==> src/rtl/tap_pkg.sv <==
// Shared definitions for the JTAG TAP controller: state width, the 1149.1 state
// encoding and the TMS-run saturation limit.
package tap_pkg;

    localparam int unsigned STATE_W = 4;

    // 1149.1 state encoding; bit 3 marks the IR column (plus TLR/RTI).
    typedef enum logic [STATE_W-1:0] {
        StEx2Dr  = 4'h0,
        StEx1Dr  = 4'h1,
        StShDr   = 4'h2,
        StPaDr   = 4'h3,
        StSelIr  = 4'h4,
        StUpDr   = 4'h5,
        StCapDr  = 4'h6,
        StSelDr  = 4'h7,
        StEx2Ir  = 4'h8,
        StEx1Ir  = 4'h9,
        StShIr   = 4'hA,
        StPaIr   = 4'hB,
        StRti    = 4'hC,
        StUpIr   = 4'hD,
        StCapIr  = 4'hE,
        StTlr    = 4'hF
    } tap_state_e;

    // Five TMS=1 edges reach Test-Logic-Reset from anywhere.
    localparam logic [2:0] TLR_SAT = 3'd5;

endpackage

==> src/rtl/tap_decode.sv <==
// Combinational state-to-strobe decoder for the TAP controller.
// Kept separate so the strobe table can be reviewed on its own.
module tap_decode
    import tap_pkg::*;
(
    input  tap_state_e state,
    output logic       ShiftIR,
    output logic       ClockIR,
    output logic       UpdateIR,
    output logic       ShiftDR,
    output logic       ClockDR,
    output logic       UpdateDR,
    output logic       ResetIR,
    output logic       Select,
    output logic       Enable
);

    // Moore decode: every strobe depends on the state flops only.
    always_comb begin
        ShiftIR  = (state == StShIr);
        ClockIR  = (state == StCapIr) || (state == StShIr);
        UpdateIR = (state == StUpIr);
        ShiftDR  = (state == StShDr);
        ClockDR  = (state == StCapDr) || (state == StShDr);
        UpdateDR = (state == StUpDr);
        ResetIR  = (state == StTlr);
        Select   = state[3];
        Enable   = (state == StShIr) || (state == StShDr);
    end

endmodule

==> src/rtl/tap_controller.sv <==
// IEEE 1149.1 TAP controller: TMS-driven state machine on TCK plus strobe decode.
// Optional macro TAP_STATE_OUT_EN exposes the state register (State) and a
// saturating count of consecutive TMS=1 edges (TlrCount) for debug.
module tap_controller
    import tap_pkg::*;
#(
    parameter int unsigned STATE_W      = 4,
    parameter bit          TLR_ON_RESET = 1'b1
) (
    input  logic TCK,
    input  logic Reset,
    input  logic TMS,
    output logic ShiftIR,
    output logic ClockIR,
    output logic UpdateIR,
    output logic ShiftDR,
    output logic ClockDR,
    output logic UpdateDR,
    output logic ResetIR,
    output logic Select,
    output logic Enable
`ifdef TAP_STATE_OUT_EN
    ,
    output logic [STATE_W-1:0] State,
    output logic [2:0]         TlrCount
`endif
);

    // The encoding is fixed by the standard; any other width is a build error.
    if (STATE_W != tap_pkg::STATE_W) begin : gen_bad_state_w
        $error("tap_controller: STATE_W must be 4");
    end

    localparam tap_state_e ResetState = TLR_ON_RESET ? StTlr : StRti;

    tap_state_e state_q, state_d;

    // State register; synchronous reset overrides TMS.
    always_ff @(posedge TCK) begin
        if (Reset) begin
            state_q <= ResetState;
        end else begin
            state_q <= state_d;
        end
    end

    // Next-state logic following the 1149.1 transition diagram.
    always_comb begin
        state_d = state_q;
        unique case (state_q)
            StTlr:   state_d = TMS ? StTlr   : StRti;
            StRti:   state_d = TMS ? StSelDr : StRti;
            StSelDr: state_d = TMS ? StSelIr : StCapDr;
            StCapDr: state_d = TMS ? StEx1Dr : StShDr;
            StShDr:  state_d = TMS ? StEx1Dr : StShDr;
            StEx1Dr: state_d = TMS ? StUpDr  : StPaDr;
            StPaDr:  state_d = TMS ? StEx2Dr : StPaDr;
            StEx2Dr: state_d = TMS ? StUpDr  : StShDr;
            StUpDr:  state_d = TMS ? StSelDr : StRti;
            StSelIr: state_d = TMS ? StTlr   : StCapIr;
            StCapIr: state_d = TMS ? StEx1Ir : StShIr;
            StShIr:  state_d = TMS ? StEx1Ir : StShIr;
            StEx1Ir: state_d = TMS ? StUpIr  : StPaIr;
            StPaIr:  state_d = TMS ? StEx2Ir : StPaIr;
            StEx2Ir: state_d = TMS ? StUpIr  : StShIr;
            StUpIr:  state_d = TMS ? StSelDr : StRti;
        endcase
    end

    tap_decode u_decode (
        .state    (state_q),
        .ShiftIR  (ShiftIR),
        .ClockIR  (ClockIR),
        .UpdateIR (UpdateIR),
        .ShiftDR  (ShiftDR),
        .ClockDR  (ClockDR),
        .UpdateDR (UpdateDR),
        .ResetIR  (ResetIR),
        .Select   (Select),
        .Enable   (Enable)
    );

`ifdef TAP_STATE_OUT_EN
    logic [2:0] tlr_count_q;

    // Count consecutive TMS=1 edges, saturating at the TLR-reach limit.
    always_ff @(posedge TCK) begin
        if (Reset || !TMS) begin
            tlr_count_q <= 3'd0;
        end else if (tlr_count_q != TLR_SAT) begin
            tlr_count_q <= tlr_count_q + 3'd1;
        end
    end

    assign State    = state_q;
    assign TlrCount = tlr_count_q;
`endif

endmodule
==> config.mk <==
export PLATFORM = sky130hd
export DESIGN_NAME = tap_controller
export DESIGN_NICKNAME = d
export VERILOG_FILES = /design/src/rtl/tap_pkg.sv /design/src/rtl/tap_decode.sv /design/src/rtl/tap_controller.sv
export SDC_FILE = /design/constraint.sdc
export NUM_CORES = 1
export LEC_CHECK = 0
export CAP_MARGIN = 25
export CORE_AREA = 2 2 39 41
export CTS_CLUSTER_DIAMETER = 30
export CTS_CLUSTER_SIZE = 25
export DETAILED_ROUTE_END_ITERATION = 10
export DIE_AREA = 0 0 41 43
export DONT_BUFFER_PORTS = 1
export PLACE_DENSITY = 0.35
export SLEW_MARGIN = 25
export SYNTH_ARGS = -nofsm -noshare
export SYNTH_HDL_FRONTEND = slang
export SYNTH_SLANG_ARGS = --single-unit
==> constraint.sdc <==
create_clock -name TCK -period 1.8 [get_ports TCK]
set_input_delay 0.27 -clock TCK [delete_from_list [all_inputs] [get_ports TCK]]
set_output_delay 0.27 -clock TCK [all_outputs]
set_load 0.1 [all_outputs]
==> results of run 1 <==
[worst min path at each step]
stage,from,endpoint,slack [ns],cells past startpoint
final,Reset,state_q[2],0.14,1
after global routing,Reset,state_q[0],0.12,1
after CTS,Reset,state_q[2],0.13,1
after detailed placement,Reset,state_q[2],0.37,1
after global placement,Reset,state_q[2],0.36,1
after floorplan,Reset,state_q[2],0.36,1
[report_power, final]
part	switching, mW	total, mW	internal (mW)
sequential	0.0293	0.132	0.103
clock	0.0343	0.117	0.0830
combinational	0.187	0.284	0.0966
[synth_stat cells (all sizes together)]
| master | count | area share, % |
|---|---|---|
| nand3 | 2 | 3.7 |
| inv | 2 | 2.8 |
| o21ai | 1 | 1.9 |
| nor3b | 1 | 2.8 |
| a21o | 2 | 6.1 |
| a211o | 2 | 6.5 |
| nand2 | 3 | 4.2 |
| buf | 1 | 2.8 |
| dfxtp | 4 | 30 |
| nor3 | 2 | 3.7 |
| and3 | 1 | 2.8 |
| or2b | 2 | 7.0 |
| or4 | 1 | 2.8 |
| nor2 | 6 | 8.4 |
| a21oi | 3 | 7.0 |
| clkbuf | 1 | 1.9 |
| or3b | 1 | 3.3 |
| nor2b | 1 | 2.3 |
[kinds of logic (layout without fill, tap and decap cells)]
| group | count (synthesis) | after routing |
|---|---|---|
| buffers and inverters | 4 | 15 |
| AND/OR/NAND/NOR | 20 | 20 |
| flip-flops | 4 | 4 |
| AO/OA/AOI/OAI | 8 | 8 |
[layout make-up]
cell class,instances,area [sq um]
Clock buffer,4,26.3
Fill cell,149,858
Inverter,2,7.51
Multi-Input combinational cell,28,218
Sequential cell,4,86.3
Tap cell,16,20.0
Timing Repair Buffer,9,168
[worst reg2reg max path: cells and delay by family (launching register included)]
family | cells | cell delay, ns
AND/OR/NAND/NOR | 2 | 0.75
flip-flops | 1 | 0.44
AO/OA/AOI/OAI | 1 | 0.07
[layer usage]
layer	global-route usage, %	wire length (um)
met2	11.9	308
met5	0	0
met4	8.00	0
met3	2.09	50
met1	10.6	268
==> impl_metrics.yaml, run 1 <==
status:
  status: "finished, final reports clean"
worst_setup_path:
  r2r_setup_slack_ns: 0.39
  critPathCaptureType: "output port"
  criticalPathCategory: "reg -> out"
  crit_chain: "or2b_4, nor3_4, buf_12"
  worst_path_dominant_cell_family: "simple AND/OR/NAND/NOR gates"
  cp_max_fo: 8
  rr_startpoint: "state_q[0]"
  crit_end: "ShiftDR"
  crit_start: "state_q[1]"
  slowest_stage: "dfxtp_2"
  required_ns: 1.53
  r2r-end: "state_q[1]"
  max_stage_delay_ns: 0.40
  crit_arrival_ns: 1.39
  worst-path-buf-inv: 1
  reg2regPathDepth: 3
  cp.depth: 3
  cp-start-kind: "flip-flop"
grt:
  grt_antenna_before_repair: 0
  grt_pass1_vias: 249
  grt_use_total_pct: 8.73
  grt_first_pass_wirelength_um: 1000
  overflow: 0
  grt_max_degree: 12
drt:
  vias: 269
  drtIter0Drc: 2
  routedWlPerCell_um: 9.95
  dr.pass1.iters: 2
  ant_nets: 0
  wirelength_um: 627
  via_per_inst: 4.27
  drc: 0
cts:
  clockBufferDepth: 2
  numCtsBuffers: 3
  clock-sinks: 4
  clk_pin_slew_ns: 0.03
  postCtsSetupBuffers: 0
  htree_levels: 1
  clk_root_buffer_cell: "clkbuf_4"
  cts_tree: "built"
  postCtsHoldBufs: 0
  cts_resized: 0
  clk_latency_ns: 0.23
layout:
  drive_gt1_share_pct: 57.4
  instances_no_fill: 63
  mostFrequentLayoutCell: "buf_12"
  mostFrequentLayoutCells: "8 x buf_12, 3 x nor2_4, 3 x nand2_1, 3 x clkbuf_4"
  largestRegisters: "state_q: 4 flops"
  num_antenna_cells: 0
  largest_reg_flops: 4
  final_core_util_pct: 38.0
  postLayoutCellArea_sq_um: 526
  syn2layout_area_growth_pct: 96.3
  layout.nets: 51
  regMostFlops: "state_q"
synth:
  netlist_area_sq_um: 268
  synthCells: 36
  synthAdderAreaFrac_pct: 0
  synth-xor-area-share_pct: 0
  syn-num-nets: 39
  synth_top_family_by_area: "simple AND/OR/NAND/NOR gates"
  synth-seq-cells: 4
  seq_area_frac_synth_pct: 29.9
  muxShareOfSynthArea_pct: 0
  synth_compound_area_share_pct: 21.5
  yosys.area_share.simple_pct: 41.1
  synth_cell_types: 21
  yosys_warnings: 0
  syn_avg_cell_area_sq_um: 7.44
timing:
  slew_violations: 0
  finalSetupViolCount: 0
  rsz0062_at_grt: "no"
  tightest_slew_ns: 0.284
  skew_ns: 0.00514
  hold_viol_final: 0
  fin_crit_sh_pct: 92.0
  slew_headroom_pct: 81.1
  tns_ns: 0
  max_freq_mhz: 604
  setup_slack_ns: 0.143
  hold_ws_ns: 0.135
  finalCriticalPeriod_ns: 1.66
placement:
  post_dp_cell_area_sq_um: 498
  dp_slack_ns: 0.261
  gp_congestion: 0.788
  io_buffers: 0
  dp_hpwl_um: 501
  dp_cells: 59
power_and_ir_drop:
  powerDensity_nw_per_um2: 1010
  design_power_total_mw: 0.533
  ir_worst_vdd_mv: 0.418
  p_leak_nw: 0.224
floorplan:
  die_area_sq_um: 1760
  fp.dieW_um: 41
  die_y_um: 43
  num_rows: 14
  start_util_pct: 19.3
  core-area_sq_um: 1380
  pin_count: 12
flow_run:
  drv_cap: 0
hold_path:
  min_path_type: "in -> reg"
Note: power is estimated with default switching activity, not from simulation.
==> run 2, diff against run 1 <==
clock period = 2 ns   (was 1.8 ns; I/O delays follow)
==> impl_metrics.yaml, run 2 (synthesis gave the netlist of run 1 again) <==
drt:
  dr.pass1.iters: 2
  ant_nets: 0
  routedWlPerCell_um: 10.8
  drc: 0
  via_per_inst: 4.40
  vias: 273
  wirelength_um: 671
  drtIter0Drc: 2
worst_setup_path:
  worst-path-buf-inv: 1
  cp.depth: 3
  reg2regPathDepth: 3
  crit_chain: "or2b_4, nor3_4, buf_4"
  cp_max_fo: 8
  critPathCaptureType: "output port"
  r2r_setup_slack_ns: 0.59
  required_ns: 1.70
  r2r-end: "state_q[1]"
  max_stage_delay_ns: 0.47
  criticalPathCategory: "reg -> out"
  slowest_stage: "dfxtp_1"
  crit_arrival_ns: 1.52
  worst_path_dominant_cell_family: "simple AND/OR/NAND/NOR gates"
  rr_startpoint: "state_q[1]"
  cp-start-kind: "flip-flop"
floorplan:
  die_area_sq_um: 1760
  core-area_sq_um: 1380
  die_y_um: 43
  fp.dieW_um: 41
  pin_count: 12
  start_util_pct: 19.3
  num_rows: 14
cts:
  postCtsHoldBufs: 0
  cts_tree: "built"
  clk_latency_ns: 0.23
  clk_root_buffer_cell: "clkbuf_4"
  clk_pin_slew_ns: 0.04
  numCtsBuffers: 3
  clock-sinks: 4
  cts_resized: 0
  htree_levels: 1
  postCtsSetupBuffers: 0
  clockBufferDepth: 2
timing:
  slew_violations: 0
  fin_crit_sh_pct: 90.8
  tns_ns: 0
  tightest_slew_ns: 0.497
  slew_headroom_pct: 67.0
  rsz0062_at_grt: "no"
  max_freq_mhz: 551
  skew_ns: 0.00259
  finalSetupViolCount: 0
  hold_ws_ns: 0.164
  hold_viol_final: 0
  finalCriticalPeriod_ns: 1.82
  setup_slack_ns: 0.184
layout:
  num_antenna_cells: 0
  drive_gt1_share_pct: 54.3
  layout.nets: 51
  n_fill_cell: 141
  syn2layout_area_growth_pct: 74.3
  instances_no_fill: 62
  mostFrequentLayoutCells: "5 x buf_4, 4 x buf_12"
  largest_reg_flops: 4
  mostFrequentLayoutCell: "buf_4"
  regMostFlops: "state_q"
  largestRegisters: "state_q: 4 flops"
power_and_ir_drop:
  combPwrFrac_pct: 55.9
  ir_worst_vdd_mv: 0.324
  switching_share_pct: 48.2
  power_frac_seq_pct: 23.3
  powerDensity_nw_per_um2: 991
  p_clk_share_pct: 20.8
  p_leak_nw: 0.211
  p_int_mw: 0.240
  p_switching_mw: 0.223
placement:
  dp_cells: 59
  dp_hpwl_um: 548
  dp_slack_ns: 0.431
  gp_congestion: 0.805
  io_buffers: 0
grt:
  grt_first_pass_wirelength_um: 1190
  grt_antenna_before_repair: 0
  grt_pass1_vias: 282
  grt_max_degree: 11
  overflow: 0
  grt_use_total_pct: 10.5
hold_path:
  hp-start: "Reset"
  hold_depth: 1
  min_path_type: "in -> reg"
  min_to: "state_q[2]"
flow_run:
  drv_cap: 0
status:
  status: "finished, final reports clean"
[run 2: cell types whose count changed in the layout (fill, tap and decap cells not counted)]
| cell | delta |
|---|---|
| buf_12 | -4 |
| buf_4 | +4 |
| dfxtp_1 | +2 |
| clkbuf_1 | -1 |
| dfxtp_2 | -1 |
| dfxtp_4 | -1 |
[run 2: per-stage QoR]
stage               power, mW  cell area [sq um]  utilization [%]
CTS                     0.473                467             33.7
floorplan               0.303                319                -
global placement        0.368                444             32.1
detailed placement      0.370                444             32.1
global route            0.492                467             33.7
finish                  0.463                467             33.7
[run 2: worst max-delay path by stage]
| stage | startpoint | end | slack, ns |
|---|---|---|---|
| 2_1_floorplan | state_q[3] | ShiftIR | -0.19 |
| 3_3_place_gp | state_q[1] | ShiftDR | 0.47 |
| 3_5_place_dp | state_q[1] | ShiftDR | 0.43 |
| 4_1_cts | state_q[1] | ShiftDR | 0.18 |
| 5_1_grt | state_q[1] | ShiftDR | 0.10 |
| 6_report | state_q[1] | ShiftDR | 0.18 |
[run 2: power by group through the flow]
stage                     Clock [mW]  Combinational, mW  Sequential (mW)
final                         0.0963              0.259            0.108
after global routing           0.108              0.272            0.111
after CTS                      0.104              0.261            0.108
after detailed placement           0              0.261            0.109
after global placement             0              0.260            0.108
after floorplan                    0              0.182            0.121
[run 2: metal layers]
layer | routed length [um] | vias to the layer above | global-route usage, %
li1 | - | 145 | -
met1 | 267 | 120 | 12.6
met2 | 364 | 8 | 13.8
met3 | 39 | 0 | 3.14
met4 | 0 | 0 | 10.0
met5 | 0 | - | 0
[run 2: area by class of cell]
class | instances | area, sq um | area share [%]
tap | 16 | 20.0 | 4.29
multi-input combinational | 28 | 218 | 46.6
clock buffer | 3 | 22.5 | 4.83
sequential | 4 | 81.3 | 17.4
timing repair buffer | 9 | 118 | 25.2
inverter | 2 | 7.51 | 1.61
==> run 3, diff against run 2 <==
SKIP_CTS_REPAIR_TIMING = 1   (was default)
clock period = 1.97 ns   (was 2 ns; I/O delays follow)
==> results of run 3 <==
Same layout as run 2 (identical final DEF). Status: finished, final reports clean.
Main changes from that run: setup slack after placement 0.431 ns -> 0.406 ns; setup slack after layout 0.184 ns -> 0.159 ns; hold slack 0.164 ns -> 0.159 ns; register-to-register setup slack 0.59 ns -> 0.56 ns; total power 0.463 mW -> 0.470 mW; worst IR drop on VDD 0.324 mV -> 0.329 mV
